[src/rtl/fpf_grant_scheduler.sv]
// Priority-then-round-robin grant scheduler: one holder at a time, no preemption.
// Define FPF_GRANT_TIMEOUT_EN to revoke grants held for TIMEOUT cycles.
module fpf_grant_scheduler #(
    parameter int unsigned N       = 24,
    parameter int unsigned P       = 8,
    parameter int unsigned NW      = (N > 1) ? $clog2(N) : 1,
    parameter int unsigned PW      = (P > 1) ? $clog2(P) : 1,
    parameter int unsigned TIMEOUT = 256
) (
    input  logic            i_clk,
    input  logic            i_rst_n,
    input  logic [N-1:0]    i_req,
    input  logic [N*P-1:0]  i_req_pri,
    input  logic            i_release,
    output logic [N-1:0]    o_gnt,
    output logic            o_gnt_vld,
    output logic [NW-1:0]   o_gnt_id,
    output logic [PW-1:0]   o_gnt_pri,
    output logic            o_timeout
);

    typedef enum logic [0:0] {StIdle, StGrant} state_e;

    state_e        state_q, state_d;
    logic [N-1:0]  gnt_q, gnt_d;
    logic [NW-1:0] id_q, id_d;
    logic [PW-1:0] pri_q, pri_d;
    logic [NW-1:0] ptr_q [P];
    logic [NW-1:0] ptr_d [P];

`ifdef FPF_GRANT_TIMEOUT_EN
    localparam int unsigned CW = $clog2(TIMEOUT + 1);
    logic [CW-1:0] cnt_q, cnt_d;
    logic          timeout_q, timeout_d;
`endif

    logic [PW-1:0] lvl [N];
    logic [PW-1:0] win_lvl;
    logic [N-1:0]  cand;
    logic [NW-1:0] win_id;
    logic [NW-1:0] scan_idx;
    logic [NW:0]   scan_sum;
    logic          found;

    // Winner level, candidate set, then a rotating scan starting at that level's pointer.
    always_comb begin
        win_lvl  = '0;
        cand     = '0;
        win_id   = '0;
        found    = 1'b0;
        scan_sum = '0;
        scan_idx = '0;
        for (int i = 0; i < N; i++) begin
            lvl[i] = '0;
            for (int j = 0; j < P; j++) begin
                if (i_req_pri[j*N+i]) lvl[i] = PW'(j);
            end
            if (i_req[i] && (lvl[i] > win_lvl)) win_lvl = lvl[i];
        end
        for (int i = 0; i < N; i++) begin
            cand[i] = i_req[i] && (lvl[i] == win_lvl);
        end
        for (int k = 0; k < N; k++) begin
            scan_sum = {1'b0, ptr_q[win_lvl]} + (NW+1)'(k);
            if (scan_sum >= (NW+1)'(N)) scan_sum = scan_sum - (NW+1)'(N);
            scan_idx = scan_sum[NW-1:0];
            if (!found && cand[scan_idx]) begin
                found  = 1'b1;
                win_id = scan_idx;
            end
        end
    end

    always_comb begin
        state_d = state_q;
        gnt_d   = gnt_q;
        id_d    = id_q;
        pri_d   = pri_q;
        ptr_d   = ptr_q;
`ifdef FPF_GRANT_TIMEOUT_EN
        cnt_d     = cnt_q;
        timeout_d = 1'b0;
`endif
        unique case (state_q)
            StIdle: begin
                if (found) begin
                    state_d         = StGrant;
                    gnt_d           = '0;
                    gnt_d[win_id]   = 1'b1;
                    id_d            = win_id;
                    pri_d           = win_lvl;
                    ptr_d[win_lvl]  = (win_id == NW'(N - 1)) ? '0 : win_id + NW'(1);
`ifdef FPF_GRANT_TIMEOUT_EN
                    cnt_d           = '0;
`endif
                end
            end
            StGrant: begin
                if (i_release || !i_req[id_q]) begin
                    state_d = StIdle;
                    gnt_d   = '0;
                    id_d    = '0;
                    pri_d   = '0;
`ifdef FPF_GRANT_TIMEOUT_EN
                end else if (cnt_q == CW'(TIMEOUT - 1)) begin
                    state_d   = StIdle;
                    gnt_d     = '0;
                    id_d      = '0;
                    pri_d     = '0;
                    timeout_d = 1'b1;
                end else begin
                    cnt_d = cnt_q + CW'(1);
`endif
                end
            end
            default: state_d = StIdle;
        endcase
    end

    always_ff @(posedge i_clk or negedge i_rst_n) begin
        if (!i_rst_n) begin
            state_q <= StIdle;
            gnt_q   <= '0;
            id_q    <= '0;
            pri_q   <= '0;
            for (int l = 0; l < P; l++) ptr_q[l] <= '0;
`ifdef FPF_GRANT_TIMEOUT_EN
            cnt_q     <= '0;
            timeout_q <= 1'b0;
`endif
        end else begin
            state_q <= state_d;
            gnt_q   <= gnt_d;
            id_q    <= id_d;
            pri_q   <= pri_d;
            for (int l = 0; l < P; l++) ptr_q[l] <= ptr_d[l];
`ifdef FPF_GRANT_TIMEOUT_EN
            cnt_q     <= cnt_d;
            timeout_q <= timeout_d;
`endif
        end
    end

    assign o_gnt     = gnt_q;
    assign o_gnt_vld = (state_q == StGrant);
    assign o_gnt_id  = id_q;
    assign o_gnt_pri = pri_q;
`ifdef FPF_GRANT_TIMEOUT_EN
    assign o_timeout = timeout_q;
`else
    assign o_timeout = 1'b0;
`endif

endmodule

[config.mk]
export PLATFORM = sky130hd
export DESIGN_NAME = fpf_grant_scheduler
export DESIGN_NICKNAME = d
export VERILOG_FILES = /design/src/rtl/fpf_grant_scheduler.sv
export SDC_FILE = /design/constraint.sdc
export NUM_CORES = 1
export LEC_CHECK = 0
export ABC_AREA = 1
export CORE_MARGIN = 2
export CORE_UTILIZATION = 59
export CTS_CLUSTER_DIAMETER = 200
export CTS_CLUSTER_SIZE = 10
export DETAILED_ROUTE_END_ITERATION = 16
export GPL_TIMING_DRIVEN = 0
export PLACE_DENSITY_LB_ADDON = 0.3
export RECOVER_POWER = 50
export SYNTH_ARGS = -nofsm -noshare
export SYNTH_HDL_FRONTEND = slang
export SYNTH_SLANG_ARGS = --single-unit
[constraint.sdc]
create_clock -name i_clk -period 14.7 [get_ports i_clk]
set_input_delay 2.94 -clock i_clk [delete_from_list [all_inputs] [get_ports i_clk]]
set_output_delay 2.94 -clock i_clk [all_outputs]
set_load 0.01 [all_outputs]
==> metrics.cfg, run 1 <==
[die]
design.portCount=253
starting_utilization_of_the_core_area=0.6022
die_w_um=156.0
die_height_um=156.0
std_cell_rows=55

[run_status]
run_status=aborted with a tool error
stop_stage=global routing
flow.first_error=[ERROR GRT-0232] Routing congestion too high. Check the congestion heatmap in the GUI.

[yosys]
synthesis_stage_register_bit_count=73
synth_flop_cell=dfrtp_1
asyncSetResetFlopFracSynth=1.000
synth_seq_area_share=0.1340
synth_enable_flop_cells=0
postSynthCellCount=2493
synthesis.area_sq_um=13630
synthDistinctLibCells=65
synthesized_netlist_net_count=2746
ys.warnings.count=0
syn_avg_cell_area_sq_um=5.469

[clock_network]
tritoncts.num_buffers=9
ctsRootBufferMaster=clkbuf_16
numClockSinks=73
max-clock-path-buffers=2
postCtsHoldBufs=0
htreeDepth=3

[grt]
grt_max_degree=74
sum_of_overflow_across_all_layers_after_global_routing=930
grt.total_usage=0.9556

[place]
hpwlAfterDp_mm=41.76
portBuffers=226
routabilityCongestion=1.038

[timing]
globalroute.repair_timing.worst_endpoint=ptr_q[18]$_DFFE_PN0P_/D
timing.worst_endpoint.kind=register data pin

[synth_stat cells, drive strengths merged (5+ instances only)]
library cell | instances | area share
dfrtp | 73 | 0.13
o22ai | 7 | 0.0032
a31oi | 7 | 0.0032
ha | 34 | 0.031
nand3 | 359 | 0.14
nand3b | 7 | 0.0041
nor2 | 172 | 0.054
a21oi | 85 | 0.031
and2 | 10 | 0.0049
nand4 | 101 | 0.053
inv | 402 | 0.11
or2 | 11 | 0.0050
o21a | 5 | 0.0028
o21ai | 178 | 0.067
clkbuf | 6 | 0.0025
nand2 | 845 | 0.25
xnor2 | 5 | 0.0043
o211ai | 7 | 0.0039
buf | 46 | 0.032
nor3 | 19 | 0.0077
clkinv | 32 | 0.0093
xor2 | 35 | 0.024
o21bai | 22 | 0.012
[kinds of logic after synthesis]
logic type,count (synthesis),share of synthesized area
compound gates,329,0.1340
xor+xnor,40,0.02845
fa+ha+maj,34,0.03120
buf+inv,489,0.1567
flops,73,0.1340
other cells,1,0.0002750
simple gates,1527,0.5154
[per-stage QoR]
| stage | std cells | setup WS (ns) | TNS [ns] | area [sq um] |
|---|---|---|---|---|
| detailed placement | 3004 | -7.815 | -549.62 | 16590 |
| global placement | 3004 | -7.050 | -495.97 | 16590 |
| floorplan | 2493 | -3.492 | -243.72 | 13980 |
| CTS | 3170 | -5.438 | -385.92 | 19190 |
[layer usage]
layer / GRT overflow / GRT usage
met5: 8 / 0.6522
met4: 241 / 1.047
met3: 59 / 0.8433
met2: 580 / 1.109
met1: 42 / 0.8889
[timing repair]
item / in CTS
gates cloned: 3
setup endpoints to repair: 73
pin swaps: 123
gates resized for setup: 283
setup buffers: 148
==> inputs of run 2 (changes only) <==
--- a/config.mk
+++ b/config.mk
@@ -7,12 +7,10 @@
 export LEC_CHECK = 0
 export ABC_AREA = 1
 export CORE_MARGIN = 2
-export CORE_UTILIZATION = 59
-export CTS_CLUSTER_DIAMETER = 200
-export CTS_CLUSTER_SIZE = 10
+export CORE_UTILIZATION = 40
 export DETAILED_ROUTE_END_ITERATION = 16
 export GPL_TIMING_DRIVEN = 0
-export PLACE_DENSITY_LB_ADDON = 0.3
+export PLACE_DENSITY_LB_ADDON = 0.15
 export RECOVER_POWER = 50
 export SYNTH_ARGS = -nofsm -noshare
 export SYNTH_HDL_FRONTEND = slang
==> metrics.cfg, run 2 <==
[route]
routedWlPerCell_um=17.37
vias_per_cell=5.451
number_of_optimization_iterations_in_the_first_detailed_route_pass=6
drtAntennaViolNets=0
routed_wl_mm=58.67
remaining_drcs=0
detailroute.via_count=18410
first_drt_iteration_drcs=1556

[finish]
areaGrowthSynthToFinish_pct=52.31
layout-drive-gt1-share=0.2786
insertedDiodeCount=0
largest_reg_flops=40
mostFrequentLayoutCell=nand2_1
largest_register=ptr_q
filler_cell_count=3128
instances_no_fill=3377
final_nets=3177
final_cell_mix=nand2_1 (650), inv_1 (328), nand3_1 (266), clkdlybuf4s50_1 (210), buf_4 (173)

[critical_path]
worst_ep_arrival_time_ns=21.22
worstPathMaxFanout=8
crit_path_end_kind=register
cp_most_frequent_cell=nand2_2
crit_path_max_incr_delay_ns=0.28
category_of_the_most_critical_setup_path=primary input to register
slowest_cell_on_crit_path=a31oi_4
worstSetupStartpointType=primary input
timing.critical_path.required_ns=14.96

[clock_network]
numClockSinks=73  ; unchanged
ctsRootBufferMaster=clkbuf_16
htreeDepth=3  ; unchanged
clk_latency_ns=0.34
postCtsHoldBufs=0  ; unchanged
max-clock-path-buffers=2  ; unchanged
cts.reportedPaths.clkPinSlew_ns=0.06
tritoncts.num_buffers=9  ; unchanged
tritoncts=yes

[grt]
antenna_found_initial=0
first_global_vias=16800
sum_of_overflow_across_all_layers_after_global_routing=0
grt_first_pass_wirelength_mm=87.76
grt_max_degree=53
grt.total_usage=0.3073

[timing]
final_max_slew_viol_count=53
period_minus_slack_ns=20.97
worst_slew_margin_rel=-0.8897
finalHoldViolations=0
worst-slew-pin-transition_ns=2.835
grt_setup_unrepaired=true
report.final.setup_viol=73
layout_worst_path_cycle_share=1.426
fmaxAchievable_mhz=47.70
skew_ns=0.006360
fin_tns_setup_ns=-446.28
final_critical_path_setup_slack_ns=-6.266

[place]
routabilityCongestion=0.9642  ; -7.1%
hpwlAfterDp_mm=43.11  ; +3.2%
portBuffers=226  ; unchanged
dp.cells=3168  ; +5.5%

[die]
die_height_um=188.6  ; +21%
std_cell_rows=67  ; +22%
starting_utilization_of_the_core_area=0.4066  ; -0.1956
design.portCount=253  ; unchanged
die_w_um=188.6  ; +21%
core_area_sq_um=33530
floorplan.die_area_sq_um=35580

[run_status]
failed_checks=max-capacitance violations, max-slew violations, negative setup slack
run_status=finished with violations

[yosys]
synth_flop_cell=dfrtp_1
synth_top_cell_area_share=0.2114  ; unchanged
postSynthCellCount=2493  ; unchanged
synthDistinctLibCells=65  ; unchanged
ys.warnings.count=0  ; unchanged
syn_avg_cell_area_sq_um=5.469  ; unchanged
synth_seq_area_share=0.1340  ; unchanged
synthDominantAreaCellType=nand2_1
synthesis_stage_register_bit_count=73  ; unchanged
netlist_top_cells_area=nand2_1 (21%), dfrtp_1 (13%), nand3_1 (13%)
synthesized_netlist_net_count=2746  ; unchanged
synth_enable_flop_cells=0  ; unchanged
synthesis.area_sq_um=13630  ; unchanged
asyncSetResetFlopFracSynth=1.000  ; unchanged
synth.most_common_cell=nand2_1
synth_commonest_cells=nand2_1 (768), inv_1 (354), nand3_1 (347)

[job]
cap_viol_max_count=1

[hold_path]
min_path_type=register to register

## run 2: cell counts after synthesis
No cell type changed its count.
## run 2: what timing repair did
item,CTS,global route
endpoints found under the hold margin,0,0
setup endpoints to repair,73,73
pin swaps,113,214
setup buffers,120,73
cloned,3,1
gates resized for setup,217,346
## run 2: worst paths after layout
path	slack [ns]	cells past startpoint	from	to
worst max-delay path	-6.27	180	i_req_pri[97]	o_gnt[4]
max in group asynchronous	8.61	2	i_rst_n	o_gnt_id[1]
worst max register to register	9.40	37	ptr_q[16]	o_gnt[4]
worst min-delay path	0.48	2	ptr_q[38]	ptr_q[38]
worst min register to register	0.48	2	ptr_q[38]	ptr_q[38]
min in group asynchronous	2.83	1	i_rst_n	o_gnt[13]
## run 2: logic make-up after synthesis
| family | synth area share |
|---|---|
| AOI/OAI and AO/OA | 0.1340 |
| xor gates and xnor gates | 0.02845 |
| adders and majority gates | 0.03120 |
| buffers and inverters | 0.1567 |
| DFF | 0.1340 |
| other | 0.0002750 |
| and+or+nand+nor | 0.5154 |
## run 2: worst max-delay path, delay by kind of cell
family	cells	cell delay, ns
AOI/OAI and AO/OA	5	0.88
and+or+nand+nor	147	13.75
buffers and inverters	23	2.50
adders and majority gates	4	0.86
xor gates and xnor gates	1	0.16
## run 2: final cells by class
class                   instances  area, sq um  area share
multi-input cells            1932        11810      0.5688
repair buffers                422         3882      0.1870
flip-flops and latches         73         1827     0.08797
inverters                     434         1719     0.08279
plain buffers                  52        634.4     0.03055
well taps                     448        560.5     0.02699
clock buffers                  11        252.7     0.01217
clock inverters                 5        77.57    0.003736
## run 2: stage by stage
stage / area, sq um / hold WS, ns / utilization / setup slack [ns]
after CTS: 18980 / 0.4816 / 0.5661 / -5.658
after floorplan: 13980 / 0.4408 / - / -3.492
after global routing: 20770 / 0.5068 / 0.6193 / -7.684
after detailed placement: 16820 / 0.4661 / 0.5017 / -7.697
after global placement: 16800 / 0.4643 / 0.5010 / -7.343
final: 20770 / 0.4791 / 0.6193 / -6.266
## run 2: per-layer routing
| layer | vias to the layer above | routed length (um) | part of all wire | GRT usage |
|---|---|---|---|---|
| met3 | 116 | 3969 | 0.068 | 0.02887 |
| met4 | 0 | 1804 | 0.031 | 0.09135 |
| li1 | 8936 | - | - | - |
| met5 | - | 0 | 0 | 0 |
| met2 | 735 | 28030 | 0.48 | 0.5257 |
| met1 | 8621 | 24870 | 0.42 | 0.4093 |
Power of run 2 is not shown: default switching activity piles up to over one toggle a cycle in this logic, so the estimate is an artifact.
==> inputs of run 3 (changes only) <==
--- a/config.mk
+++ b/config.mk
@@ -6,12 +6,15 @@
 export NUM_CORES = 1
 export LEC_CHECK = 0
 export ABC_AREA = 1
-export CORE_MARGIN = 2
-export CORE_UTILIZATION = 40
+export CELL_PAD_IN_SITES_DETAIL_PLACEMENT = 0
+export CELL_PAD_IN_SITES_GLOBAL_PLACEMENT = 2
+export CORE_MARGIN = 3
+export CORE_UTILIZATION = 29
 export DETAILED_ROUTE_END_ITERATION = 16
 export GPL_TIMING_DRIVEN = 0
 export PLACE_DENSITY_LB_ADDON = 0.15
 export RECOVER_POWER = 50
+export SLEW_MARGIN = 20
 export SYNTH_ARGS = -nofsm -noshare
 export SYNTH_HDL_FRONTEND = slang
 export SYNTH_SLANG_ARGS = --single-unit
==> metrics.cfg, run 3 (synthesis results as in run 2) <==
[place]
portBuffers=226  ; unchanged
routabilityCongestion=0.8941  ; -7.3%
hpwlAfterDp_mm=48.72  ; +13%
placement.cell_area_sq_um=17010  ; +1.1%

[timing]
final_max_slew_viol_count=53  ; unchanged
period_minus_slack_ns=20.62  ; -0.3498 ns
fmaxAchievable_mhz=48.51  ; +1.7%
layout_worst_path_cycle_share=1.402  ; -0.02380
worst-slew-pin-transition_ns=2.913  ; +0.07887 ns
finalHoldViolations=0  ; unchanged
skew_ns=0.005712  ; -0.0006483 ns
final_critical_path_setup_slack_ns=-5.916  ; +0.3498 ns
worst_slew_margin_rel=-0.9423  ; -0.05258
report.final.setup_viol=73  ; unchanged
grt_setup_unrepaired=true

[route]
vias_per_cell=5.018  ; -7.9%
first_drt_iteration_drcs=1009  ; -35%
routedWlPerCell_um=17.62  ; +1.4%
number_of_optimization_iterations_in_the_first_detailed_route_pass=7  ; +1
routed_wl_mm=62.24  ; +6.1%
drtAntennaViolNets=0  ; unchanged
remaining_drcs=0  ; unchanged
detailroute.via_count=17720  ; -3.7%

[critical_path]
rrSetupSlack_ns=9.54  ; +0.14 ns
timing.critical_path.required_ns=14.93  ; -0.03 ns
category_of_the_most_critical_setup_path=primary input to register
critical_path.reg2reg.startpoint=ptr_q[13]
worst_ep_arrival_time_ns=20.84  ; -0.38 ns
crit_path_end_kind=register
crit_path_max_incr_delay_ns=0.31  ; +0.03 ns
slowest_cell_on_crit_path=ha_1
cp_most_frequent_cell=nand2_2
worstPathBufferInverterCount=11  ; -52%
reg2regPathDepth=31  ; -16%
cp_top_family=simple AND/OR/NAND/NOR gates
worstSetupStartpointType=primary input
critical_path.reg2reg.endpoint=ptr_q[34]
worstPathMaxFanout=8  ; unchanged

[die]
floorplan.die_area_sq_um=49650  ; +40%
die_height_um=222.8  ; +18%
core_area_sq_um=45870  ; +37%
starting_utilization_of_the_core_area=0.2972  ; -0.1094
std_cell_rows=78  ; +16%
die_w_um=222.8  ; +18%
design.portCount=253  ; unchanged

[grt]
sum_of_overflow_across_all_layers_after_global_routing=0  ; unchanged
grt_max_degree=53  ; unchanged
grt.total_usage=0.2326  ; -0.07464
first_global_vias=16100  ; -4.2%
grt_first_pass_wirelength_mm=91.49  ; +4.2%
antenna_found_initial=1  ; +1

[clock_network]
postCtsHoldBufs=0  ; unchanged
tritoncts.num_buffers=9  ; unchanged
cts.reportedPaths.clkPinSlew_ns=0.06  ; about the same
tritoncts=yes
numClockSinks=73  ; unchanged
max-clock-path-buffers=2  ; unchanged
clk_latency_ns=0.34  ; about the same
htreeDepth=3  ; unchanged
ctsRootBufferMaster=clkbuf_16

[finish]
final_area_sq_um=21310  ; +2.6%
layout-drive-gt1-share=0.2915  ; +0.01287
final_nets=3178  ; +0.031%
largest_reg_flops=40  ; unchanged
mostFrequentLayoutCell=nand2_1
areaGrowthSynthToFinish_pct=56.27
final_cell_mix=nand2_1 (626), inv_1 (323), nand3_1 (271), clkdlybuf4s50_1 (210), buf_4 (180)
largest_register=ptr_q

[hold_path]
hold_path_depth=2  ; unchanged
timing.hold.worst_endpoint=ptr_q[28]
min_path_type=register to register
origin_of_the_worst_min_delay_path=ptr_q[28]

[job]
cap_viol_max_count=1  ; unchanged

[run_status]
failed_checks=max-capacitance violations, max-slew violations, negative setup slack
run_status=finished with violations

==> run 3: cell count changes in the layout (fill, tap and decap cells not counted), moves of 6 or more <==
| cell | change |
|---|---|
| clkinv_2 | -6 |
| nand2_4 | +12 |
| inv_4 | -11 |
| inv_8 | +7 |
| nand2_2 | +14 |
| clkbuf_2 | -6 |
| buf_4 | +7 |
| inv_2 | +9 |
| nand3_2 | -10 |
| nand2_1 | -24 |
| buf_6 | -8 |
==> run 3: worst max-delay path by stage <==
stage | from | endpoint | cells past startpoint
2_1_floorplan | i_req_pri[48] | ptr_q[13] | 205
3_3_place_gp | i_req[0] | ptr_q[38] | 185
3_5_place_dp | i_req[0] | ptr_q[38] | 185
4_1_cts | i_req_pri[72] | ptr_q[13] | 197
5_1_grt | i_req_pri[97] | ptr_q[9] | 179
6_report | i_req_pri[97] | ptr_q[34] | 174
==> run 3: worst reg2reg max path, delay by kind of cell, from the launching register on <==
family	cells	cell delay, ns
and+or+nand+nor	18	2.56
AOI/OAI and AO/OA	5	0.75
buffers and inverters	4	0.50
xor gates and xnor gates	2	0.46
adders and majority gates	2	0.41
DFF	1	0.40
==> run 3: cell type report <==
cell class / count / area (sq um)
Timing Repair Buffer: 425 / 3954
Clock buffer: 13 / 280.3
Clock inverter: 3 / 46.29
Multi-Input combinational cell: 1932 / 12060
Tap cell: 600 / 750.7
Inverter: 434 / 1750
Fill cell: 4857 / 24560
Antenna cell: 2 / 5.005
Buffer: 50 / 634.4
Sequential cell: 73 / 1827
==> run 3: metal layers <==
metal | wire length, um | share of wire | vias up | global-route usage
met3 | 2532 | 0.041 | 84 | 0.02008
met4 | 1570 | 0.025 | 0 | 0.06665
li1 | - | - | 8954 | -
met5 | 0 | 0 | - | 0
met1 | 28920 | 0.46 | 8263 | 0.3271
met2 | 29210 | 0.47 | 423 | 0.3799
==> run 3: repair_timing <==
| action | in CTS | in global routing |
|---|---|---|
| setup buffers | 65 | 128 |
| cloned | 4 | 2 |
| pin swaps | 72 | 209 |
| gates resized for setup | 183 | 453 |
| setup endpoints to repair | 73 | 73 |
| hold endpoints to repair | 0 | 0 |
==> run 3: metrics by stage <==
step / instances / setup TNS, ns / util / hold slack [ns] / setup WS (ns)
finish: 3532 / -423.58 / 0.4645 / 0.4842 / -5.916
global route: 3531 / -539.61 / 0.4645 / 0.5062 / -7.514
CTS: 3405 / -430.95 / 0.4083 / 0.4863 / -6.013
detailed placement: 3320 / -564.70 / 0.3709 / 0.4723 / -8.035
global placement: 3319 / -548.31 / 0.3704 / 0.4662 / -7.833
floorplan: 2493 / -243.72 / - / 0.4408 / -3.492
Power of run 3 is left out for the same reason.
